==> src/rtl/serial_pattern_gen_if.sv <==
// Bundle of the pattern generator's request/configuration inputs and its
// serial outputs. The master side supplies a request; the slave side
// (the generator) answers with the serial stream and status.
interface serial_pattern_gen_if #(
    parameter int PAT_W = 8,
    parameter int LEN_W = 4,
    parameter int GAP_W = 4
);
    logic             start;
    logic [PAT_W-1:0] pattern;
    logic [LEN_W-1:0] length;
    logic [3:0]       repeat_cnt;
    logic [GAP_W-1:0] gap;
    logic             x_out;
    logic             valid;
    logic             busy;
    logic             done;

    modport master (
        output start, pattern, length, repeat_cnt, gap,
        input  x_out, valid, busy, done
    );

    modport slave (
        input  start, pattern, length, repeat_cnt, gap,
        output x_out, valid, busy, done
    );
endinterface

==> src/rtl/serial_pattern_gen.sv <==
// Serial pattern generator: latches a pattern and shifts it out MSB-first,
// one bit per clock, optionally repeated with idle gaps between copies.
// Moore machine; every output comes straight from a register.
module serial_pattern_gen #(
    parameter int PAT_W = 8,
    parameter int LEN_W = 4,
    parameter int GAP_W = 4
) (
    input  logic                  CLK,
    input  logic                  Reset,
    serial_pattern_gen_if.slave   bus
);
    typedef enum logic [1:0] {S_IDLE, S_SEND, S_GAP, S_DONE} state_t;

    localparam logic [LEN_W-1:0] PAT_W_L = LEN_W'(PAT_W);

    state_t           r_state,     w_state_next;
    logic [PAT_W-1:0] r_pat,       w_pat_next;      // pattern, left-aligned
    logic [PAT_W-1:0] r_shift,     w_shift_next;    // bits still to send
    logic [LEN_W-1:0] r_len,       w_len_next;
    logic [LEN_W-1:0] r_bits_left, w_bits_next;     // bits after the one on x_out
    logic [3:0]       r_reps,      w_reps_next;
    logic [GAP_W-1:0] r_gap,       w_gap_next;
    logic [GAP_W-1:0] r_gap_cnt,   w_gap_cnt_next;
    logic             r_x_out,     w_x_next;
    logic             r_valid,     w_valid_next;
    logic             r_busy,      w_busy_next;
    logic             r_done,      w_done_next;

    logic             w_len_ok;
    logic [LEN_W-1:0] w_shamt;
    logic [PAT_W-1:0] w_aligned;

    // Left-align the requested bits so the first bit to send sits at the MSB;
    // the shift amount cannot underflow once the length is known legal.
    assign w_len_ok  = (bus.length != '0) && (bus.length <= PAT_W_L);
    assign w_shamt   = PAT_W_L - bus.length;
    assign w_aligned = bus.pattern << w_shamt;

    assign bus.x_out = r_x_out;
    assign bus.valid = r_valid;
    assign bus.busy  = r_busy;
    assign bus.done  = r_done;

    // State and datapath registers; reset aborts any transmission at once.
    always_ff @(posedge CLK or negedge Reset) begin
        if (!Reset) begin
            r_state     <= S_IDLE;
            r_pat       <= '0;
            r_shift     <= '0;
            r_len       <= '0;
            r_bits_left <= '0;
            r_reps      <= '0;
            r_gap       <= '0;
            r_gap_cnt   <= '0;
            r_x_out     <= 1'b0;
            r_valid     <= 1'b0;
            r_busy      <= 1'b0;
            r_done      <= 1'b0;
        end else begin
            r_state     <= w_state_next;
            r_pat       <= w_pat_next;
            r_shift     <= w_shift_next;
            r_len       <= w_len_next;
            r_bits_left <= w_bits_next;
            r_reps      <= w_reps_next;
            r_gap       <= w_gap_next;
            r_gap_cnt   <= w_gap_cnt_next;
            r_x_out     <= w_x_next;
            r_valid     <= w_valid_next;
            r_busy      <= w_busy_next;
            r_done      <= w_done_next;
        end
    end

    // Next-state and next-output logic; outputs default to the idle values.
    always_comb begin
        w_state_next   = r_state;
        w_pat_next     = r_pat;
        w_shift_next   = r_shift;
        w_len_next     = r_len;
        w_bits_next    = r_bits_left;
        w_reps_next    = r_reps;
        w_gap_next     = r_gap;
        w_gap_cnt_next = r_gap_cnt;
        w_x_next       = 1'b0;
        w_valid_next   = 1'b0;
        w_busy_next    = 1'b0;
        w_done_next    = 1'b0;

        case (r_state)
            S_IDLE: begin
                // Illegal lengths leave the request unanswered.
                if (bus.start && w_len_ok) begin
                    w_state_next = S_SEND;
                    w_pat_next   = w_aligned;
                    w_shift_next = w_aligned << 1;
                    w_len_next   = bus.length;
                    w_bits_next  = bus.length - LEN_W'(1);
                    w_reps_next  = bus.repeat_cnt;
                    w_gap_next   = bus.gap;
                    w_x_next     = w_aligned[PAT_W-1];
                    w_valid_next = 1'b1;
                    w_busy_next  = 1'b1;
                end
            end

            S_SEND: begin
                w_busy_next = 1'b1;
                if (r_bits_left != '0) begin
                    w_x_next     = r_shift[PAT_W-1];
                    w_shift_next = r_shift << 1;
                    w_bits_next  = r_bits_left - LEN_W'(1);
                    w_valid_next = 1'b1;
                end else if (r_reps != 4'd0) begin
                    w_reps_next = r_reps - 4'd1;
                    if (r_gap != '0) begin
                        w_state_next   = S_GAP;
                        w_gap_cnt_next = r_gap;
                    end else begin
                        // Back-to-back: first bit of the next copy follows directly.
                        w_x_next     = r_pat[PAT_W-1];
                        w_shift_next = r_pat << 1;
                        w_bits_next  = r_len - LEN_W'(1);
                        w_valid_next = 1'b1;
                    end
                end else begin
                    w_state_next = S_DONE;
                    w_done_next  = 1'b1;
                end
            end

            S_GAP: begin
                w_busy_next = 1'b1;
                if (r_gap_cnt > GAP_W'(1)) begin
                    w_gap_cnt_next = r_gap_cnt - GAP_W'(1);
                end else begin
                    w_state_next   = S_SEND;
                    w_gap_cnt_next = '0;
                    w_x_next       = r_pat[PAT_W-1];
                    w_shift_next   = r_pat << 1;
                    w_bits_next    = r_len - LEN_W'(1);
                    w_valid_next   = 1'b1;
                end
            end

            S_DONE: begin
                // Start during this cycle is deliberately not looked at.
                w_state_next = S_IDLE;
            end

            default: w_state_next = S_IDLE;
        endcase
    end
endmodule

==> src/flat_wrapper.sv <==
// flat-port wrapper written by rule: the top's interface ports become plain ports
module serial_pattern_gen_flat 
#(
    parameter int PAT_W = 8,
    parameter int LEN_W = 4,
    parameter int GAP_W = 4
)
  (CLK, Reset, bus_start, bus_pattern, bus_length, bus_repeat_cnt, bus_gap, bus_x_out, bus_valid, bus_busy, bus_done);
  serial_pattern_gen_if #(.PAT_W(PAT_W), .LEN_W(LEN_W), .GAP_W(GAP_W)) bus_i ();
  input  logic CLK;
  input  logic Reset;
  input wire logic [$bits(bus_i.start)-1:0] bus_start;
  input wire logic [$bits(bus_i.pattern)-1:0] bus_pattern;
  input wire logic [$bits(bus_i.length)-1:0] bus_length;
  input wire logic [$bits(bus_i.repeat_cnt)-1:0] bus_repeat_cnt;
  input wire logic [$bits(bus_i.gap)-1:0] bus_gap;
  output wire logic [$bits(bus_i.x_out)-1:0] bus_x_out;
  output wire logic [$bits(bus_i.valid)-1:0] bus_valid;
  output wire logic [$bits(bus_i.busy)-1:0] bus_busy;
  output wire logic [$bits(bus_i.done)-1:0] bus_done;
  assign bus_i.start = bus_start;
  assign bus_i.pattern = bus_pattern;
  assign bus_i.length = bus_length;
  assign bus_i.repeat_cnt = bus_repeat_cnt;
  assign bus_i.gap = bus_gap;
  assign bus_x_out = bus_i.x_out;
  assign bus_valid = bus_i.valid;
  assign bus_busy = bus_i.busy;
  assign bus_done = bus_i.done;
  serial_pattern_gen #(.PAT_W(PAT_W), .LEN_W(LEN_W), .GAP_W(GAP_W)) u_core (.CLK(CLK), .Reset(Reset), .bus(bus_i));
endmodule
==> config.mk <==
export PLATFORM = sky130hd
export DESIGN_NAME = serial_pattern_gen_flat
export DESIGN_NICKNAME = d
export VERILOG_FILES = /design/src/rtl/serial_pattern_gen_if.sv /design/src/rtl/serial_pattern_gen.sv /design/src/flat_wrapper.sv
export SDC_FILE = /design/constraint.sdc
export NUM_CORES = 1
export LEC_CHECK = 0
export CAP_MARGIN = 20
export CORE_MARGIN = 5
export CORE_UTILIZATION = 57
export CTS_CLUSTER_SIZE = 28
export DETAILED_ROUTE_END_ITERATION = 12
export PLACE_DENSITY = 0.8
export SLEW_MARGIN = 30
export SYNTH_ARGS = -nofsm -noshare
export SYNTH_HDL_FRONTEND = slang
export SYNTH_SLANG_ARGS = --single-unit
==> constraint.sdc <==
create_clock -name CLK -period 2.2 [get_ports CLK]
set_clock_uncertainty 0.2 [all_clocks]
set_input_delay 0.33 -clock CLK [delete_from_list [all_inputs] [get_ports CLK]]
set_output_delay 0.33 -clock CLK [all_outputs]
set_load 0.1 [all_outputs]
==> Yosys cells after proc, flatten, opt, wreduce, memory -nomap -nowiden <==
Index checks and enable logic that the tools add are counted.
{ "word_totals": {"regBits": 42, "out_inout_bits": 4} }
{ "op_classes": {"add_sub_neg": 6, "order_cmp": 2, "eq_ne": 11, "n_shift": 1, "n_mux": 43, "n_reduce_logical": 16} }
{ "op_table": {"columns": ["cell", "count"], "rows": [
  ["4-bit two-way mux", 12],
  ["8-bit two-way mux", 5],
  ["8-bit one-hot mux with 3 select lines", 1],
  ["4-bit by 1-bit subtractor with 4-bit output, second input constant", 5],
  ["4-bit one-hot mux with 2 select lines", 2],
  ["4-bit nonzero test", 4],
  ["1-bit two-way mux", 13],
  ["4-bit one-hot mux with 3 select lines", 1],
  ["4-bit AND reduction", 3],
  ["2-bit two-way mux", 5],
  ["2-bit one-hot mux with 4 select lines", 1],
  ["8-bit by 4-bit left shift with 8-bit output", 1],
  ["2-bit by 1-bit != test with 1-bit output, second input constant", 3],
  ["1-bit one-hot mux with 3 select lines", 2],
  ["5-bit AND reduction", 1],
  ["2-bit == test, second input constant", 2],
  ["4-bit by 1-bit > comparator with 1-bit output, second input constant", 1],
  ["4-bit <= comparator, second input constant", 1],
  ["2-bit != test, second input constant", 2],
  ["2-bit nonzero test", 2],
  ["4-bit subtractor, first input constant", 1],
  ["3-bit by 1-bit != test with 1-bit output, second input constant", 1],
  ["3-bit by 2-bit != test with 1-bit output, second input constant", 1],
  ["3-bit != test, second input constant", 1],
  ["7 further kinds", 8]
]} }

==> Longest topological paths before layout <==
{ "logic_depth": {"depth_word": 5, "mapped_depth": 9, "ltp_nobuf": 7} }

==> Worst setup path before layout <==
No wires, ideal clock.
{ "synth_timing": {"path_kind": "input port to flip-flop", "startpoint": "input port bus_length[0]", "endpoint": "register u_core.r_pat[6]", "setup_ps": 125, "arrival_ps": 1865, "required_time_ps": 1875, "setup_slack_ps": 10, "stages": 8, "cell_sequence": "buf_6 -> inv_1 -> ha_1 -> buf_4 -> mux2_2 -> a21oi_1 -> a211oi_1 -> mux2_2"} }
{ "synth_via": {"elab_chain_len": 4, "word_cells_on_any_way": 7} }
{ "synth_rtl": {"columns": ["element", "line", "rtl"], "rows": [
  ["start: declaration", "flat_wrapper.sv:14", "input wire logic [$bits(bus_i.length)-1:0] bus_length;"],
  ["branches (longest 4 deep; another with 4-bit subtractor)", null, null],
  ["end signal: assignment", "serial_pattern_gen.sv:62", "r_pat <= w_pat_next;"],
  ["end: declaration", "serial_pattern_gen.sv:18", "logic [PAT_W-1:0] r_pat, w_pat_next;"]
]} }
Several ways; the timed one is not identified.
A chain may end at the register's enable or synchronous reset.

==> Final worst setup path <==
{ "layout_timing": {"startpoint": "input port bus_length[2]", "endpoint": "register u_core.r_x_out, in the netlist u_core.bus.x_out"} }
{ "layout_via": {"elab_chain_len": 5, "word_cells_on_any_way": 8} }
{ "layout_rtl": {"columns": ["element", "line", "rtl"], "rows": [
  ["branches (longest 3 deep; another with 4-bit subtractor)", null, null],
  ["1-bit two-way mux *", "serial_pattern_gen.sv:94", "if (bus.start && w_len_ok) begin"],
  ["1-bit one-hot mux with 3 select lines *", "serial_pattern_gen.sv:91", "case (r_state)"],
  ["via u_core.w_x_next", "serial_pattern_gen.sv:25", "logic r_x_out, w_x_next;"],
  ["end signal: assignment", "serial_pattern_gen.sv:69", "r_x_out <= w_x_next;"],
  ["end: declaration", "serial_pattern_gen.sv:25", null]
]} }
Mark *: on every way through the listed nets, which the timed path passes.

==> metrics.md <==
| Metric | Value |
|---|---|
| Final worst path period need | `approximately 2100 ps` |
| Worst R2R Setup Slack | `~76 ps` |
| Netlist cell types | `between 50 and 60` |
| Final hold viol count | `0` |
| First-pass GRT wire length | `10600 µm` |
| Vias in the first global route | `2223` |
| Max Root-Sink Buffers | `2` |
| CP Max Fanout | `6` |
| Hold Slack | `182 ps` |
| Setup-failing EPs final | `0` |
| Drt pass-1 iters | `4` |
| FF-to-FF path depth | `6` |
| Post-DR vias/cell | `roughly 6` |
| PortBufs | `26` |
| Die H | `a little under 80 µm` |
| Clock Sinks | `41` |
| Startpoint class of the critical path | `input port` |
| Most frequent cells in the layout | `41 x dfrtp_1, 37 x buf_4, 25 x nand2_1, 19 x clkdlybuf4s50_1, 18 x inv_1` |
| Die X | `just under 80 µm` |
| Synth area leader | `dfrtp_1` |
| Setup CP Type | `input port to flip-flop` |
| Diodes inserted | `0` |
| Post-synth top area share | `0.386` |
| GR Util All Layers | `0.215` |
| Clk pin slew, worst setup/hold paths | `approximately 90 ps` |
| Utilization after layout | `0.759` |
| Initial Utilization | `0.599` |
| H-tree depth | `2` |
| Req. time, crit path | `around 2200 ps` |
| Share of layout cells above drive strength 1 | `0.323` |
| Area Overhead vs Synth | `26.8%` |
| Max VDD drop | `~0.67 mV` |
| Die ar. | `6130 µm²` |
| Initial antenna violation count | `0` |
| Largest net degree at the start of global routing | `between 40 and 50` |
| Design area | `approximately 3400 µm²` |
| Crit path DAT | `about 2100 ps` |
| Clock Latency Late Sink | `300 ps` |
| Critical Path Sink Type | `flip-flop` |
| PD cells | `around 1400 nW/µm²` |
| GRT overflow | `0` |
| Detailed Place HPWL | `4460 µm` |
| Leakage | `about 1.5 nW` |
| Post-synth EDFFs | `0` |
| CTS tree | `done` |
| Max Freq | `0.471 GHz` |
| Status | `finished clean` |
| R2R Path Start | `u_core.r_bits_left[0]$_DFFE_PN0P_` |
| Final Slew Violations | `0` |
| Top cells by area, synth | `dfrtp_1 39%, ha_1 6.1%, mux2_2 5.9%` |
| Yosys reg bits | `41` |
| Routability cong. | `just under 0.9` |
| Final wirelength | `6390 µm` |
| Commonest non-fill, non-tap cell in the layout | `dfrtp_1` |
| Post-synth ARST share | `1.00` |
| I/O Pins | `27` |
| Post-route clock period utilization | `0.965` |
| Register area share after synthesis | `0.386` |
| Hold_sp | `bus_length[1]` |
| Total CTS buffers | `5` |
| Post-layout nets | `between 300 and 400` |
| Slew HR | `0.650` |
| DR iter-0 viols | `approximately 130` |
| Post-DRT Antenna Nets | `0` |
| Hold path endpoint | `u_core.r_len[1]$_DFFE_PN0P_` |
| R2r endpoint | `u_core.r_shift[7]$_DFFE_PN0P_` |
| Routed WL per cell | `~17 µm` |
| Clock Tree Root | `clkbuf_8` |
| Hold-critical path depth | `3` |
| Placed cell area | `about 3100 µm²` |
| Drc violations | `0` |
| Maxcap violations | `0` |
| Dominant synthesized flop cell | `dfrtp_1` |
| Core Rows | `24` |
| Hold Crit Class | `input port to flip-flop` |
| Warnings from Yosys | `0` |
| Worst Tran Pin Value | `about 530 ps` |
| Mapped Cells | `between 200 and 300` |
| Cell area after synthesis | `roughly 2700 µm²` |
| Vias | `around 2300` |
| Post-synth net total | `a little under 300` |
| Core area | `4440 µm²` |
| Syn Area/Cell | `~10 µm²` |
==> power breakdown <==
part | switching (W) | internal, W | total, W
Combinational | 0.00170 | 0.00126 | 0.00296
Sequential | 0.000281 | 0.00111 | 0.00139
Clock | 0.000279 | 0.000255 | 0.000533
==> metrics by stage <==
stage          total power (W)  setup WS [ps]  cells  setup TNS (ps)
2_1_floorplan          0.00335           10.2    258               0
3_3_place_gp           0.00393           -318    356           -7920
3_5_place_dp           0.00405           -373    356           -9390
4_1_cts                0.00461           16.0    365               0
5_1_grt                0.00527          -15.3    368           -25.6
6_report               0.00488           76.3    368               0
==> layout make-up <==
class                      count  area [µm²]
fill                         304        1070
clock inverter                 2        13.8
inverter                      20        75.1
sequential                    41        1030
tap                           52        65.1
multi-input combinational    185        1570
clock buffer                   6        82.6
timing repair buffer          62         539
==> flip-flops by register name (all words and copies together) (netlist names) <==
name / cells
u_core.r_pat: 8
u_core.r_shift: 7
u_core.r_bits_left: 4
u_core.r_gap: 4
u_core.r_gap_cnt: 4
u_core.r_len: 4
u_core.r_reps: 4
u_core.r_state: 2
u_core.bus.busy: 1
u_core.bus.done: 1
u_core.bus.valid: 1
u_core.bus.x_out: 1
==> cell families after synthesis <==
kind of cell    synth area share
compound gates             0.188
buf+inv                   0.0668
fa+ha+maj                 0.0611
mux                        0.117
xor+xnor                  0.0226
flops                      0.386
simple gates               0.159
==> cells in the mapped netlist (2+ instances only) <==
master	number
o31ai_1	8
a21oi_1	14
o221ai_1	3
nor2_1	17
o22ai_1	2
nand3_1	5
buf_4	3
mux2i_1	4
mux2_2	14
a31oi_1	2
dfrtp_1	41
clkbuf_1	2
nand2_1	27
xnor2_1	4
o21ai_0	13
nand3_2	3
nand2b_1	2
buf_6	4
nor3_1	7
o31ai_4	2
a211oi_1	4
inv_1	20
mux4_2	5
a221oi_1	7
ha_1	13
==> worst max-delay path, stage by stage <==
cell and delay, ps:
clkdlybuf4s50_1 410, buf_4 180, buf_4 140, o31ai_4 290
nand2_2 140, buf_4 160, a211o_1 300, a21oi_1 170
==> routing by layer <==
layer / up-vias / share of wire / global-route usage / routed length, µm
li1: 1055 / - / - / -
met1: 1122 / 0.43 / 0.282 / 2760
met2: 67 / 0.51 / 0.364 / 3270
met3: 10 / 0.042 / 0.0366 / 268
met4: 0 / 0.014 / 0.0717 / 87
met5: - / 0 / 0 / 0
==> worst max path at each step <==
stage / from / end / slack [ps] / cells after the start
6_report: bus_length[2] / u_core.bus.x_out$_DFF_PN0_ / 80 / 8
3_3_place_gp: bus_length[0] / u_core.r_shift[7]$_DFFE_PN0P_ / -320 / 9
5_1_grt: u_core.r_bits_left[0]$_DFFE_PN0P_ / u_core.r_shift[7]$_DFFE_PN0P_ / -20 / 6
3_5_place_dp: bus_length[0] / u_core.r_shift[7]$_DFFE_PN0P_ / -370 / 9
2_1_floorplan: bus_length[0] / u_core.r_pat[6]$_DFFE_PN0P_ / 10 / 8
4_1_cts: bus_length[0] / u_core.r_shift[6]$_DFFE_PN0P_ / 20 / 9
==> timing repair <==
item,in CTS,in global routing
pin swaps,0,7
endpoints found under the hold margin,41,0
resized for setup,4,25
gates cloned,0,0
hold buffers,1,0
endpoints found under the setup margin,7,33
buffers inserted,0,3
No activity file was read; power rests on OpenSTA's default activity.
